[src/rtl/canvas_brush_writer.sv]
// canvas_brush_writer
//   Owns the write port of the 40x30 cell canvas read by the VGA scan-out.
//   Moves a brush cursor from push-buttons (with auto-repeat), paints or
//   erases the cell under the cursor, and runs a full-canvas clear sweep.
// Ports
//   clk, reset_n        clock, synchronous active-low reset
//   btn_up/down/left/right, clear_req   raw async buttons (active high)
//   paint, erase        switch levels (erase forces BG_COLOR)
//   color[5:0]          brush colour {B,G,R}
//   wr_ready            canvas accepts the presented write this cycle
//   wr_en, wr_x, wr_y, wr_data   write request, held until accepted
//   cursor_x, cursor_y  cursor position for overlay
//   busy                high while a write or clear sweep is in flight
module canvas_brush_writer #(
  parameter int         COLS          = 40,
  parameter int         ROWS          = 30,
  parameter logic [5:0] BG_COLOR      = 6'h00,
  parameter int         REPEAT_DELAY  = 25000000,
  parameter int         REPEAT_PERIOD = 5000000
) (
  input  logic       clk,
  input  logic       reset_n,
  input  logic       btn_up,
  input  logic       btn_down,
  input  logic       btn_left,
  input  logic       btn_right,
  input  logic       paint,
  input  logic       erase,
  input  logic       clear_req,
  input  logic [5:0] color,
  input  logic       wr_ready,
  output logic       wr_en,
  output logic [5:0] wr_x,
  output logic [4:0] wr_y,
  output logic [5:0] wr_data,
  output logic [5:0] cursor_x,
  output logic [4:0] cursor_y,
  output logic       busy
);

  localparam logic [5:0] XMAX = 6'(COLS - 1);
  localparam logic [4:0] YMAX = 5'(ROWS - 1);
  localparam int RMAX = (REPEAT_DELAY > REPEAT_PERIOD) ? REPEAT_DELAY : REPEAT_PERIOD;
  localparam int CW   = $clog2(RMAX + 1);
  localparam logic [CW-1:0] DLY = CW'(REPEAT_DELAY);
  localparam logic [CW-1:0] PER = CW'(REPEAT_PERIOD);

  // bit order: 0 up, 1 down, 2 left, 3 right, 4 clear, 5 paint, 6 erase
  localparam int UP = 0, DN = 1, LF = 2, RT = 3, CLR = 4, PNT = 5, ERS = 6;

  typedef enum logic [1:0] {IDLE, WRITE, CLEAR} state_e;

  logic [6:0] raw, s1_q, s2_q;
  logic [5:0] prev_q, press;
  logic [3:0] step;

  assign raw   = {erase, paint, clear_req, btn_right, btn_left, btn_down, btn_up};
  assign press = s2_q[5:0] & ~prev_q;

  always_ff @(posedge clk) begin
    if (!reset_n) begin
      s1_q   <= '0;
      s2_q   <= '0;
      prev_q <= '0;
    end else begin
      s1_q   <= raw;
      s2_q   <= s1_q;
      prev_q <= s2_q[5:0];
    end
  end

  // Per-direction auto-repeat: step on press, again after DLY held cycles,
  // then every PER cycles. Counter restarts at 1 on each step.
  for (genvar g = 0; g < 4; g++) begin : g_rpt
    logic [CW-1:0] cnt_q, cnt_d;
    logic          rep_q, rep_d, hit;

    assign hit     = rep_q ? (cnt_q == PER) : (cnt_q == DLY);
    assign step[g] = s2_q[g] & (press[g] | hit);

    always_comb begin
      cnt_d = cnt_q + CW'(1);
      rep_d = rep_q;
      if (!s2_q[g]) begin
        cnt_d = '0;
        rep_d = 1'b0;
      end else if (press[g]) begin
        cnt_d = CW'(1);
        rep_d = 1'b0;
      end else if (hit) begin
        cnt_d = CW'(1);
        rep_d = 1'b1;
      end
    end

    always_ff @(posedge clk) begin
      if (!reset_n) begin
        cnt_q <= '0;
        rep_q <= 1'b0;
      end else begin
        cnt_q <= cnt_d;
        rep_q <= rep_d;
      end
    end
  end

  state_e     state_q, state_d;
  logic [5:0] cur_x_q, cur_x_d, nx;
  logic [4:0] cur_y_q, cur_y_d, ny;
  logic       wr_en_q, wr_en_d;
  logic [5:0] wr_x_q, wr_x_d, wr_data_q, wr_data_d, col_prev_q, col_prev_d;
  logic [4:0] wr_y_q, wr_y_d;
  logic       clr_pend_q, clr_pend_d;
  logic       moved, trig;

  // Candidate cursor; an axis with both opposing buttons held stays put.
  always_comb begin
    nx = cur_x_q;
    ny = cur_y_q;
    if (step[RT] && !s2_q[LF] && cur_x_q != XMAX)   nx = cur_x_q + 6'd1;
    else if (step[LF] && !s2_q[RT] && cur_x_q != 0) nx = cur_x_q - 6'd1;
    if (step[DN] && !s2_q[UP] && cur_y_q != YMAX)   ny = cur_y_q + 5'd1;
    else if (step[UP] && !s2_q[DN] && cur_y_q != 0) ny = cur_y_q - 5'd1;
  end

  assign moved = (nx != cur_x_q) || (ny != cur_y_q);
  assign trig  = press[PNT] || (s2_q[PNT] && (moved || color != col_prev_q));

  always_comb begin
    state_d    = state_q;
    cur_x_d    = cur_x_q;
    cur_y_d    = cur_y_q;
    wr_en_d    = wr_en_q;
    wr_x_d     = wr_x_q;
    wr_y_d     = wr_y_q;
    wr_data_d  = wr_data_q;
    col_prev_d = col_prev_q;
    clr_pend_d = clr_pend_q;
    case (state_q)
      IDLE: begin
        if (press[CLR]) begin
          state_d   = CLEAR;
          wr_en_d   = 1'b1;
          wr_x_d    = '0;
          wr_y_d    = '0;
          wr_data_d = BG_COLOR;
        end else begin
          cur_x_d    = nx;
          cur_y_d    = ny;
          col_prev_d = color;
          if (trig) begin
            state_d   = WRITE;
            wr_en_d   = 1'b1;
            wr_x_d    = nx;
            wr_y_d    = ny;
            wr_data_d = s2_q[ERS] ? BG_COLOR : color;
          end
        end
      end
      WRITE: begin
        if (press[CLR]) clr_pend_d = 1'b1;
        if (wr_ready) begin
          if (clr_pend_q || press[CLR]) begin
            state_d    = CLEAR;
            clr_pend_d = 1'b0;
            wr_x_d     = '0;
            wr_y_d     = '0;
            wr_data_d  = BG_COLOR;
          end else begin
            state_d = IDLE;
            wr_en_d = 1'b0;
          end
        end
      end
      CLEAR: begin
        if (wr_ready) begin
          if (wr_x_q == XMAX && wr_y_q == YMAX) begin
            state_d = IDLE;
            wr_en_d = 1'b0;
          end else if (wr_x_q == XMAX) begin
            wr_x_d = '0;
            wr_y_d = wr_y_q + 5'd1;
          end else begin
            wr_x_d = wr_x_q + 6'd1;
          end
        end
      end
      default: state_d = IDLE;
    endcase
  end

  always_ff @(posedge clk) begin
    if (!reset_n) begin
      state_q    <= IDLE;
      cur_x_q    <= '0;
      cur_y_q    <= '0;
      wr_en_q    <= 1'b0;
      wr_x_q     <= '0;
      wr_y_q     <= '0;
      wr_data_q  <= '0;
      col_prev_q <= '0;
      clr_pend_q <= 1'b0;
    end else begin
      state_q    <= state_d;
      cur_x_q    <= cur_x_d;
      cur_y_q    <= cur_y_d;
      wr_en_q    <= wr_en_d;
      wr_x_q     <= wr_x_d;
      wr_y_q     <= wr_y_d;
      wr_data_q  <= wr_data_d;
      col_prev_q <= col_prev_d;
      clr_pend_q <= clr_pend_d;
    end
  end

  assign wr_en    = wr_en_q;
  assign wr_x     = wr_x_q;
  assign wr_y     = wr_y_q;
  assign wr_data  = wr_data_q;
  assign cursor_x = cur_x_q;
  assign cursor_y = cur_y_q;
  assign busy     = (state_q != IDLE);

endmodule

[config.mk]
export PLATFORM = sky130hd
export DESIGN_NAME = canvas_brush_writer
export DESIGN_NICKNAME = d
export VERILOG_FILES = /design/src/rtl/canvas_brush_writer.sv
export SDC_FILE = /design/constraint.sdc
export NUM_CORES = 1
export LEC_CHECK = 0
export ABC_AREA = 1
export CAP_MARGIN = 20
export CORE_MARGIN = 3
export CORE_UTILIZATION = 40
export CTS_CLUSTER_SIZE = 24
export DETAILED_ROUTE_END_ITERATION = 7
export PLACE_DENSITY = 0.61
export REMOVE_ABC_BUFFERS = 1
export SLEW_MARGIN = 25
export SYNTH_ARGS = -nofsm -noshare
export SYNTH_HDL_FRONTEND = slang
export SYNTH_SLANG_ARGS = --single-unit
[constraint.sdc]
create_clock -name clk -period 3.1 [get_ports clk]
set_input_delay 0.62 -clock clk [delete_from_list [all_inputs] [get_ports clk]]
set_output_delay 0.62 -clock clk [all_outputs]
set_load 0.005 [all_outputs]
==> impl_metrics.yaml, run 1 <==
status:
  status: "completed"
timing:
  tightest_slew_ns: 0.761
  hold_viol_final: 0
  clock-skew-final_ns: 0.00934
  setup_tns_ns: 0
  max_freq_mhz: 427
  rsz0062_at_grt: "no"
  maxSlewViolCount: 0
  finalSetupViolations: 0
  fin_crit_ns: 2.34
  post-route-period-util_pct: 75.5
  worst_slack_ns: 0.758
  slew_headroom_pct: 49.1
clock_network:
  cts.htree.levels: 4
  clock_sinks: 162
  ctsResizeCount: 0
  hold_buffers: 0
  post_cts_buffers: 0
  numCtsBuffers: 17
  clk_latency_ns: 0.43
  cts_buffer_depth: 2
  cts.clk_slew.worst_paths_ns: 0.06
  cts_root_buffer: "clkbuf_16"
  tritoncts: "built"
critical_path:
  path_common_cell: "inv_1"
  cp_max_fo: 3
  worstSetupPathType: "flop to primary output"
  ff2ff_setup_slack_ns: 0.88
  worstPathArrival_ns: 1.72
  required_ns: 2.48
  cpPeakStageDelay_ns: 0.52
  rr_worst_depth: 12
  r2r_end: "g_rpt[0].cnt_q[22]$_SDFF_PP0_"
  cp-start-kind: "flop"
  path_cells: "inv_1 -> ha_1 -> inv_1 -> clkdlybuf4s50_1"
  critPathSlowestCell: "clkdlybuf4s50_1"
  end_kind: "primary output"
  r2r-start: "g_rpt[0].cnt_q[0]$_SDFF_PN0_"
floorplanning:
  pin_count: 46
  die_w_um: 151
  rows: 52
  core_area_mm2: 0.0205
  initial_core_util_pct: 41.2
  dieArea_mm2: 0.0229
  fp.dieH_um: 151
routing:
  viasPerCell: 4.79
  drc: 0
  vias: 7537
  wl_per_cell_um: 11.9
  first_pass_iters: 5
  ant_nets: 0
  wl_um: 18600
  drt_iter0_markers: 499
placement:
  port_buffers: 45
  gp_congestion: 0.849
  place_hpwl_um: 14000
  place_ws_ns: 0.618
worst_hold_path:
  worstHoldPathCells: 2
  worstHoldStart: "s1_q[1]$_SDFF_PN0_"
  hold_path_end: "s2_q[1]$_SDFF_PN0_"
  hp-class: "flop to flop"
global_routing:
  grt_max_degree: 24
  track_usage_pct: 16.7
  antenna_found_initial: 0
  grt_first_pass_wirelength_um: 31300
  grt_overflow: 0
  grt_pass1_vias: 6870
logic_synthesis:
  synthArstFlopShare_pct: 0
  syn-cell-area_mm2: 0.00845
  yosysSeqAreaShare_pct: 38.4
  yosysMostFrequentCell: "nand2_1"
  synthTopCellsByArea: "dfxtp_1, nand2_1, inv_1"
  synth-edff-count: 0
  synthCells: 1239
  yosys_warnings: 0
  ys_top_cells_by_count: "nand2_1, inv_1, dfxtp_1, nor2_1, a21oi_1"
  syn_avg_cell_area_um2: 6.82
  synth_cell_types: 43
  synth_area_leader_cell: "dfxtp_1"
  synth.top_cell.area_share_pct: 38.4
  synth_seq_cells: 162
  ys.flop_type: "dfxtp_1"
layout:
  drive_gt1_share_pct: 7.29
  antenna_cells: 0
  fill_cells: 2106
  nets: 1328
  area_growth_pct: 16.0
power_and_ir_drop:
  static-leakage-power_uw: 0.00390
  powerDensity_mw_per_mm2: 694
  ir_drop_mv: 0.389
job:
  maxCapViolCount: 0
==> cells in the final DEF, fill, tap and decap left out, drive strengths merged <==
cell type and n:
nor3b 12, o211ai 2, a31oi 6, clkdlybuf4s50 44, nand3 52, nor3 42
buf 7, or2 6, bufinv 4, o31ai 1, xor2 28, nand4 23
xnor2 6, nand3b 1, dfxtp 162, nand2 279, clkinvlp 3, nor4 10
inv 211, nor2 178, clkbuf 20, o21ai 70, clkinv 4, a21oi 86
a41oi 1, nor4b 1, a211oi 6, ha 21, o22ai 6, o21bai 1
and2 1, o21a 9
==> worst max-delay path by stage <==
stage,start,to,cells past startpoint
finish,state_q[0]$_SDFFE_PN0P_,busy,4
global placement,color[3],wr_data[4]$_SDFFE_PN0P_,14
global route,g_rpt[2].cnt_q[0]$_SDFF_PN0_,g_rpt[2].cnt_q[20]$_SDFF_PP0_,12
detailed placement,color[3],wr_data[0]$_SDFFE_PN0P_,13
CTS,state_q[0]$_SDFFE_PN0P_,busy,4
floorplan,state_q[0]$_SDFFE_PN0P_,col_prev_q[2]$_SDFFE_PN0P_,7
==> critical path: cells and delay by family, from the launching register on <==
| family | cells | cell delay, ns |
|---|---|---|
| flops | 1 | 0.36 |
| fa+ha+maj | 1 | 0.22 |
| buf+inv | 3 | 0.73 |
==> through the flow <==
| stage | area, um^2 | util [%] | std cells | power (uW) | hold slack [ns] |
|---|---|---|---|---|---|
| floorplan | 8370 | - | 1221 | 3890 | 0.390 |
| global placement | 9200 | 44.9 | 1542 | 4670 | 0.394 |
| detailed placement | 9200 | 44.9 | 1542 | 4680 | 0.399 |
| CTS | 9800 | 47.8 | 1573 | 6890 | 0.411 |
| global route | 9800 | 47.8 | 1573 | 7300 | 0.434 |
| finish | 9800 | 47.8 | 1573 | 6800 | 0.408 |
==> layer usage <==
layer  share of wire, %  GRT usage, %  up-vias
li1                   -             -     4039
met1                 50          22.5     3373
met2                 45          27.0      105
met3                4.5          4.34       20
met4                1.1          3.85        0
met5                  0             0        -
==> power by group <==
part | leakage, uW | internal [uW] | total (uW) | switching [uW]
combinational | 0.00229 | 885 | 2040 | 1150
clock | 0.000286 | 1340 | 2170 | 833
sequential | 0.00132 | 2320 | 2600 | 280
==> kinds of logic after synthesis <==
family                   count (synthesis)  synth area share (%)
flip-flops                             162                  38.4
XOR/XNOR                                34                  3.52
buffers and inverters                  229                  10.3
AND/OR/NAND/NOR                        605                  32.7
AO/OA/AOI/OAI                          188                  12.0
adder cells (fa/ha/maj)                 21                  3.11
==> state kept, by name, indices dropped and copies added, names as in the netlist, 6 cells and up <==
| name | count |
|---|---|
| col_prev_q | 6 |
| cursor_x | 6 |
| g_rpt.cnt_q | 100 |
| prev_q | 6 |
| s1_q | 7 |
| s2_q | 7 |
| wr_data | 6 |
| wr_x | 6 |
==> area by class of cell <==
type	instances	area (um^2)	share of cell area, %
sequential	162	3240	33.1
tap	270	338	3.45
timing repair buffer	51	490	5.01
clock buffer	20	437	4.46
inverter	211	792	8.08
clock inverter	11	163	1.66
multi-input combinational	848	4330	44.2
Power figures use the tool's default switching activity.
==> inputs of run 2 (changes only) <==
--- a/config.mk
+++ b/config.mk
@@ -11,7 +11,7 @@
 export CORE_UTILIZATION = 40
 export CTS_CLUSTER_SIZE = 24
 export DETAILED_ROUTE_END_ITERATION = 7
-export PLACE_DENSITY = 0.61
+export PLACE_DENSITY = 0.63
 export REMOVE_ABC_BUFFERS = 1
 export SLEW_MARGIN = 25
 export SYNTH_ARGS = -nofsm -noshare
==> constraint.sdc (replaced) <==
create_clock -name clk -period 2.08 [get_ports clk]
set_input_delay 0.416 -clock clk [delete_from_list [all_inputs] [get_ports clk]]
set_output_delay 0.416 -clock clk [all_outputs]
set_load 0.005 [all_outputs]
==> run 2 against run 1 <==
First-iteration DRC count increased by 9.0%. Via count grew 4.5%. Setup slack got worse by 0.70 ns. Clock-buffer cell count shrank 1. Non-clock buffer count is 69 higher. Clock skew rose by 0.0038 ns. Design area rose by 9.1%. Die area stayed put. Critical endpoint is now g_rpt[1].cnt_q[24]$_SDFF_PP0_.
==> impl_metrics.yaml, run 2 (same netlist as run 1, synthesis figures left out) <==
status:
  status: "completed"
power_and_ir_drop:
  static-leakage-power_uw: 0.00430
  powerDensity_mw_per_mm2: 981
  p_seq_share_pct: 36.4
  comb_power_share_pct: 35.7
  intPower_uw: 6680
  ir_drop_mv: 0.579
  power.total_uw: 10500
  netSwitchingFraction_pct: 36.3
  switching_power_uw: 3810
  p_clk_share_pct: 27.9
timing:
  post-route-period-util_pct: 97.1
  max_freq_mhz: 495
  hold_viol_final: 0
  clock-skew-final_ns: 0.0132
  rsz0062_at_grt: "yes"
  fin_crit_ns: 2.02
  slew_headroom_pct: 58.5
  setup_tns_ns: 0
  finalSetupViolations: 0
  maxSlewViolCount: 0
  tightest_slew_ns: 0.621
layout:
  final_common_cell: "nand2_1"
  regMostFlops: "g_rpt.cnt_q"
  nets: 1402
  area_growth_pct: 26.6
  most-common-layout-cells: "nand2_1, inv_1, nor2_1"
  drive_gt1_share_pct: 18.4
  multi_input_comb_area_mm2: 0.00473
  finalInstanceArea_mm2: 0.0107
  final_util_pct: 52.2
  largest_reg_flops: 100
  seqCellArea_mm2: 0.00327
  fill_cells: 2026
  reg.largest.list: "g_rpt.cnt_q x100, s1_q x7, s2_q x7"
  antenna_cells: 0
clock_network:
  cts.clk_slew.worst_paths_ns: 0.07
  numCtsBuffers: 17
  clk_latency_ns: 0.43
  cts_root_buffer: "clkbuf_16"
  clock_sinks: 162
  tritoncts: "built"
  cts_buffer_depth: 2
  cts.htree.levels: 4
  hold_buffers: 0
routing:
  viasPerCell: 4.78
  first_pass_iters: 5
  ant_nets: 0
  drc: 0
  wl_per_cell_um: 12.2
  vias: 7877
  wl_um: 20200
  drt_iter0_markers: 544
critical_path:
  critPathSlowestCell: "dfxtp_2"
  worstSetupPathType: "flop to flop"
  required_ns: 2.45
  path_common_cell: "nor2_4"
  worstPathArrival_ns: 2.39
  cp_max_fo: 3
  cpPeakStageDelay_ns: 0.36
  path_cells: "ha_4 -> nand2_2 -> nor2_4 -> nand2_2 -> nor2_4 -> nand3_4 -> nor3_4 -> nand3_2 -> nor2_4 -> inv_2 -> nor2_4 -> xor2_1 -> inv_1 -> nor2_2"
  cp-start-kind: "flop"
  end_kind: "flop"
floorplanning:
  fp.dieH_um: 151
  initial_core_util_pct: 41.2
  core_area_mm2: 0.0205
  dieArea_mm2: 0.0229
  pin_count: 46
  die_w_um: 151
  rows: 52
global_routing:
  grt_overflow: 0
  grt_pass1_vias: 7049
  grt_first_pass_wirelength_um: 32300
  track_usage_pct: 17.2
  grt_max_degree: 28
  antenna_found_initial: 0
worst_hold_path:
  hp-class: "primary input to flop"
job:
  maxCapViolCount: 0
placement:
  gp_congestion: 0.886
  place_area_mm2: 0.00958
  port_buffers: 45
  place_hpwl_um: 14400
-- run 2: cell types whose count changed in the layout (fill, tap and decap cells not counted), moves of 6 or more --
cell      previous run  this run
nand3_1             46        38
ha_1                21        15
clkinv_4             0         6
a21oi_1             86        80
nor2_2              14        23
nor2_1             162       148
inv_2                8        17
nand2_2              9        17
nand2_1            268       257
a21oi_2              0         6
dfxtp_1            162       144
inv_1              203       192
buf_4                6        74
dfxtp_2              0        18
-- run 2: path summary, 6_finish.rpt --
check,from,end,slack [ns],cells past startpoint
setup / recovery,g_rpt[1].cnt_q[0]$_SDFF_PN0_,g_rpt[1].cnt_q[24]$_SDFF_PP0_,0.06,14
hold / removal,reset_n,wr_x[5]$_SDFFE_PN0P_,0.35,3
setup reg to reg,g_rpt[1].cnt_q[0]$_SDFF_PN0_,g_rpt[1].cnt_q[24]$_SDFF_PP0_,0.06,14
hold reg to reg,s1_q[3]$_SDFF_PN0_,s2_q[3]$_SDFF_PN0_,0.42,2
-- run 2: cell type report --
cell class	instances	share of cell area, %
sequential	162	30.5
timing repair buffer	120	9.49
inverter	211	7.45
clock inverter	13	1.01
clock buffer	19	4.14
multi-input combinational	853	44.2
tap	270	3.16
-- run 2: power by group through the flow --
stage               Clock [uW]  Combinational, uW  Sequential, uW
floorplan                    0               1960            3830
global placement             0               3280            3870
detailed placement           0               3330            3870
CTS                       3010               3390            3810
global route              3130               4210            3870
finish                    2930               3740            3820
-- run 2: metal layers --
metal / track usage [%] / part of all wire (%) / vias up
met4: 4.40 / 1.3 / 0
met2: 27.8 / 46 / 119
li1: - / - / 4191
met5: 0 / 0 / -
met3: 3.77 / 3.8 / 18
met1: 23.5 / 49 / 3549
-- run 2: per-stage QoR --
step	worst slack [ns]	cells	hold WS [ns]
detailed placement	-0.169	1593	0.399
finish	0.0593	1648	0.355
global placement	-0.125	1593	0.394
global route	-0.0940	1648	0.373
CTS	0.0287	1626	0.343
floorplan	-0.0258	1221	0.390
-- run 2: worst max-delay path: cells and delay by family (launching register included) --
family	cells	cell delay [ns]
buffers and inverters	2	0.12
DFF	1	0.36
and+or+nand+nor	10	1.18
adders and majority gates	1	0.14
xor gates and xnor gates	1	0.15
-- run 2: repair_timing --
item | 4_1_cts | 5_1_grt
setup buffers | 1 | 17
setup endpoints to repair | 3 | 48
pin swaps | 0 | 42
resized for setup | 6 | 108
gates cloned | 0 | 5
==> inputs of run 3 (changes only) <==
--- a/config.mk
+++ b/config.mk
@@ -9,10 +9,12 @@
 export CAP_MARGIN = 20
 export CORE_MARGIN = 3
 export CORE_UTILIZATION = 40
+export CTS_BUF_LIST = sky130_fd_sc_hd__clkbuf_8 sky130_fd_sc_hd__clkbuf_16
 export CTS_CLUSTER_SIZE = 24
 export DETAILED_ROUTE_END_ITERATION = 7
 export PLACE_DENSITY = 0.63
 export REMOVE_ABC_BUFFERS = 1
+export SETUP_SLACK_MARGIN = 0.3
 export SLEW_MARGIN = 25
 export SYNTH_ARGS = -nofsm -noshare
 export SYNTH_HDL_FRONTEND = slang
==> run 3 against run 2 <==
Sequential power grew 1%. Combinational power grew 9.1%. Largest cell class unchanged. Sequential cell count is the same. Global-route usage grew 1.9 points. Critical path depth is the same. Maximum frequency shrank 2.2%. Clock power is essentially flat. Total power grew 3.9%. Clock-buffer cell count shrank 1.
==> impl_metrics.yaml, run 3 (same netlist as run 1, synthesis figures left out) <==
layout:
  largest_reg_flops: 100
  regMostFlops: "g_rpt.cnt_q"
  stdcell_count: 1729
  drive_gt1_share_pct: 34.8
  area_growth_pct: 46.3
  antenna_cells: 0
  final_common_cell: "nand2_1"
  nets: 1483
  reg.largest.list: "g_rpt.cnt_q x100, s1_q x7, s2_q x7"
  most-common-layout-cells: "nand2_1, inv_1, nor2_1"
  final_util_pct: 60.3
global_routing:
  grt_pass1_vias: 7753
  grt_max_degree: 28
  antenna_found_initial: 0
  grt_overflow: 0
  track_usage_pct: 19.1
  grt_first_pass_wirelength_um: 35800
placement:
  gp_congestion: 0.886
  place_hpwl_um: 14400
  port_buffers: 45
  dpl.cell_count: 1593
  place_ws_ns: -0.169
clock_network:
  clk_latency_ns: 0.44
  hold_buffers: 0
  numCtsBuffers: 17
  cts_buffer_depth: 2
  cts.htree.levels: 4
  tritoncts: "built"
  cts.clk_slew.worst_paths_ns: 0.07
  clock_sinks: 162
  cts_root_buffer: "clkbuf_16"
critical_path:
  cp_max_fo: 4
  ff2ff_setup_slack_ns: 0.01
  cp-start-kind: "flop"
  r2r_end: "g_rpt[0].cnt_q[17]$_SDFF_PP0_"
  worst_path_dominant_cell_family: "simple AND/OR/NAND/NOR gates"
  worstSetupPathType: "flop to flop"
  worstPathArrival_ns: 2.40
  critPathSlowestCell: "dfxtp_2"
  rr_worst_depth: 14
  cpPeakStageDelay_ns: 0.36
  r2r-start: "g_rpt[0].cnt_q[0]$_SDFF_PN0_"
  path_cells: "inv_2 -> buf_4 -> buf_6 -> buf_6 -> nor3_4 -> inv_2 -> nor3_4 -> nand2_2 -> nor2_4 -> nand3_4 -> nor2_4 -> nand3_2 -> nor2_2 -> nor3b_2"
  required_ns: 2.41
  path_buf_inv: 5
  end_kind: "flop"
routing:
  wl_met2_um: 11400
  drc: 0
  vias: 8438
  drt_iter0_markers: 428
  met3WireLength_um: 673
  routed.top_layer: "met4"
  wl_um: 23100
  m1WireLength_um: 10700
  viasPerCell: 4.88
  ant_nets: 0
  first_pass_iters: 5
  wl_per_cell_um: 13.4
power_and_ir_drop:
  powerDensity_mw_per_mm2: 882
  static-leakage-power_uw: 0.00515
  ir_drop_mv: 0.613
timing:
  holdWs_ns: 0.346
  tightest_slew_ns: 0.611
  post-route-period-util_pct: 99.4
  maxSlewViolCount: 0
  max_freq_mhz: 484
  rsz0062_at_grt: "yes"
  hold_viol_final: 0
  finalSetupViolations: 0
  setup_tns_ns: 0
  clock-skew-final_ns: 0.0135
  worst_slack_ns: 0.0135
  fin_crit_ns: 2.07
  slew_headroom_pct: 59.2
floorplanning:
  dieArea_mm2: 0.0229
  core_area_mm2: 0.0205
  rows: 52
  fp.dieH_um: 151
  pin_count: 46
  die_w_um: 151
  initial_core_util_pct: 41.2
job:
  maxCapViolCount: 0
worst_hold_path:
  worstHoldStart: "reset_n"
  hp-class: "primary input to flop"
  worstHoldPathCells: 3
  hold_path_end: "wr_x[5]$_SDFFE_PN0P_"
status:
  status: "completed"
-- run 3: cell types whose count changed in the layout (fill, tap and decap cells not counted), moves of 24 or more --
cell / previous run / this run
buf_4: 74 / 99
buf_6: 1 / 53
dfxtp_1: 144 / 110
dfxtp_2: 18 / 42
inv_1: 192 / 168
nand2_1: 257 / 227
-- run 3: worst reg2reg max path, cell delays in order, from the launching register on --
cell and delay [ns]:
dfxtp_2 0.36, inv_2 0.06, buf_4 0.13, buf_6 0.10, buf_6 0.11, nor3_4 0.20
inv_2 0.09, nor3_4 0.15, nand2_2 0.11, nor2_4 0.15, nand3_4 0.13, nor2_4 0.12
nand3_2 0.09, nor2_2 0.13, nor3b_2 0.05
-- run 3: power by group --
group	internal (uW)	switching [uW]	total (uW)
Combinational	1810	2270	4080
Sequential	3500	365	3870
Clock	1570	1380	2960
Total	6880	4020	10900
-- run 3: layout make-up --
cell class              instances  area (um^2)
clock buffers                  18          439
multi-input cells             852         5440
fillers                      1826         8130
clock inverters                14          111
repair inverters                1         5.00
well taps                     270          338
flip-flops and latches        162         3330
inverters                     211          841
repair buffers                201         1850
-- run 3: timing repair --
action | CTS | global route
endpoints found under the hold margin | 0 | 0
resized for setup | 202 | 258
setup endpoints to repair | 89 | 138
cloned | 5 | 2
buffers inserted | 61 | 36
pin swaps | 83 | 94
-- run 3: metal layers --
layer	track usage [%]	vias up
met5	0	-
met4	5.35	0
li1	-	4372
met2	32.1	120
met1	25.0	3919
met3	3.86	27
-- run 3: how the worst max path moves through the flow --
stage                                       from                             to  cells past startpoint
global route        g_rpt[0].cnt_q[0]$_SDFF_PN0_  g_rpt[0].cnt_q[17]$_SDFF_PP0_                     14
finish              g_rpt[0].cnt_q[0]$_SDFF_PN0_  g_rpt[0].cnt_q[17]$_SDFF_PP0_                     14
CTS                 g_rpt[0].cnt_q[0]$_SDFF_PN0_        wr_data[3]$_SDFFE_PN0P_                     16
floorplan                state_q[0]$_SDFFE_PN0P_     col_prev_q[2]$_SDFFE_PN0P_                      7
global placement                        color[3]        wr_data[2]$_SDFFE_PN0P_                     14
detailed placement                      color[3]        state_q[1]$_SDFFE_PN0P_                     14
-- run 3: through the flow --
stage | power, uW | area (um^2)
6_report | 10900 | 12400
5_1_grt | 11600 | 12400
4_1_cts | 10500 | 11200
3_5_place_dp | 7200 | 9580
3_3_place_gp | 7150 | 9580
2_1_floorplan | 5790 | 8370
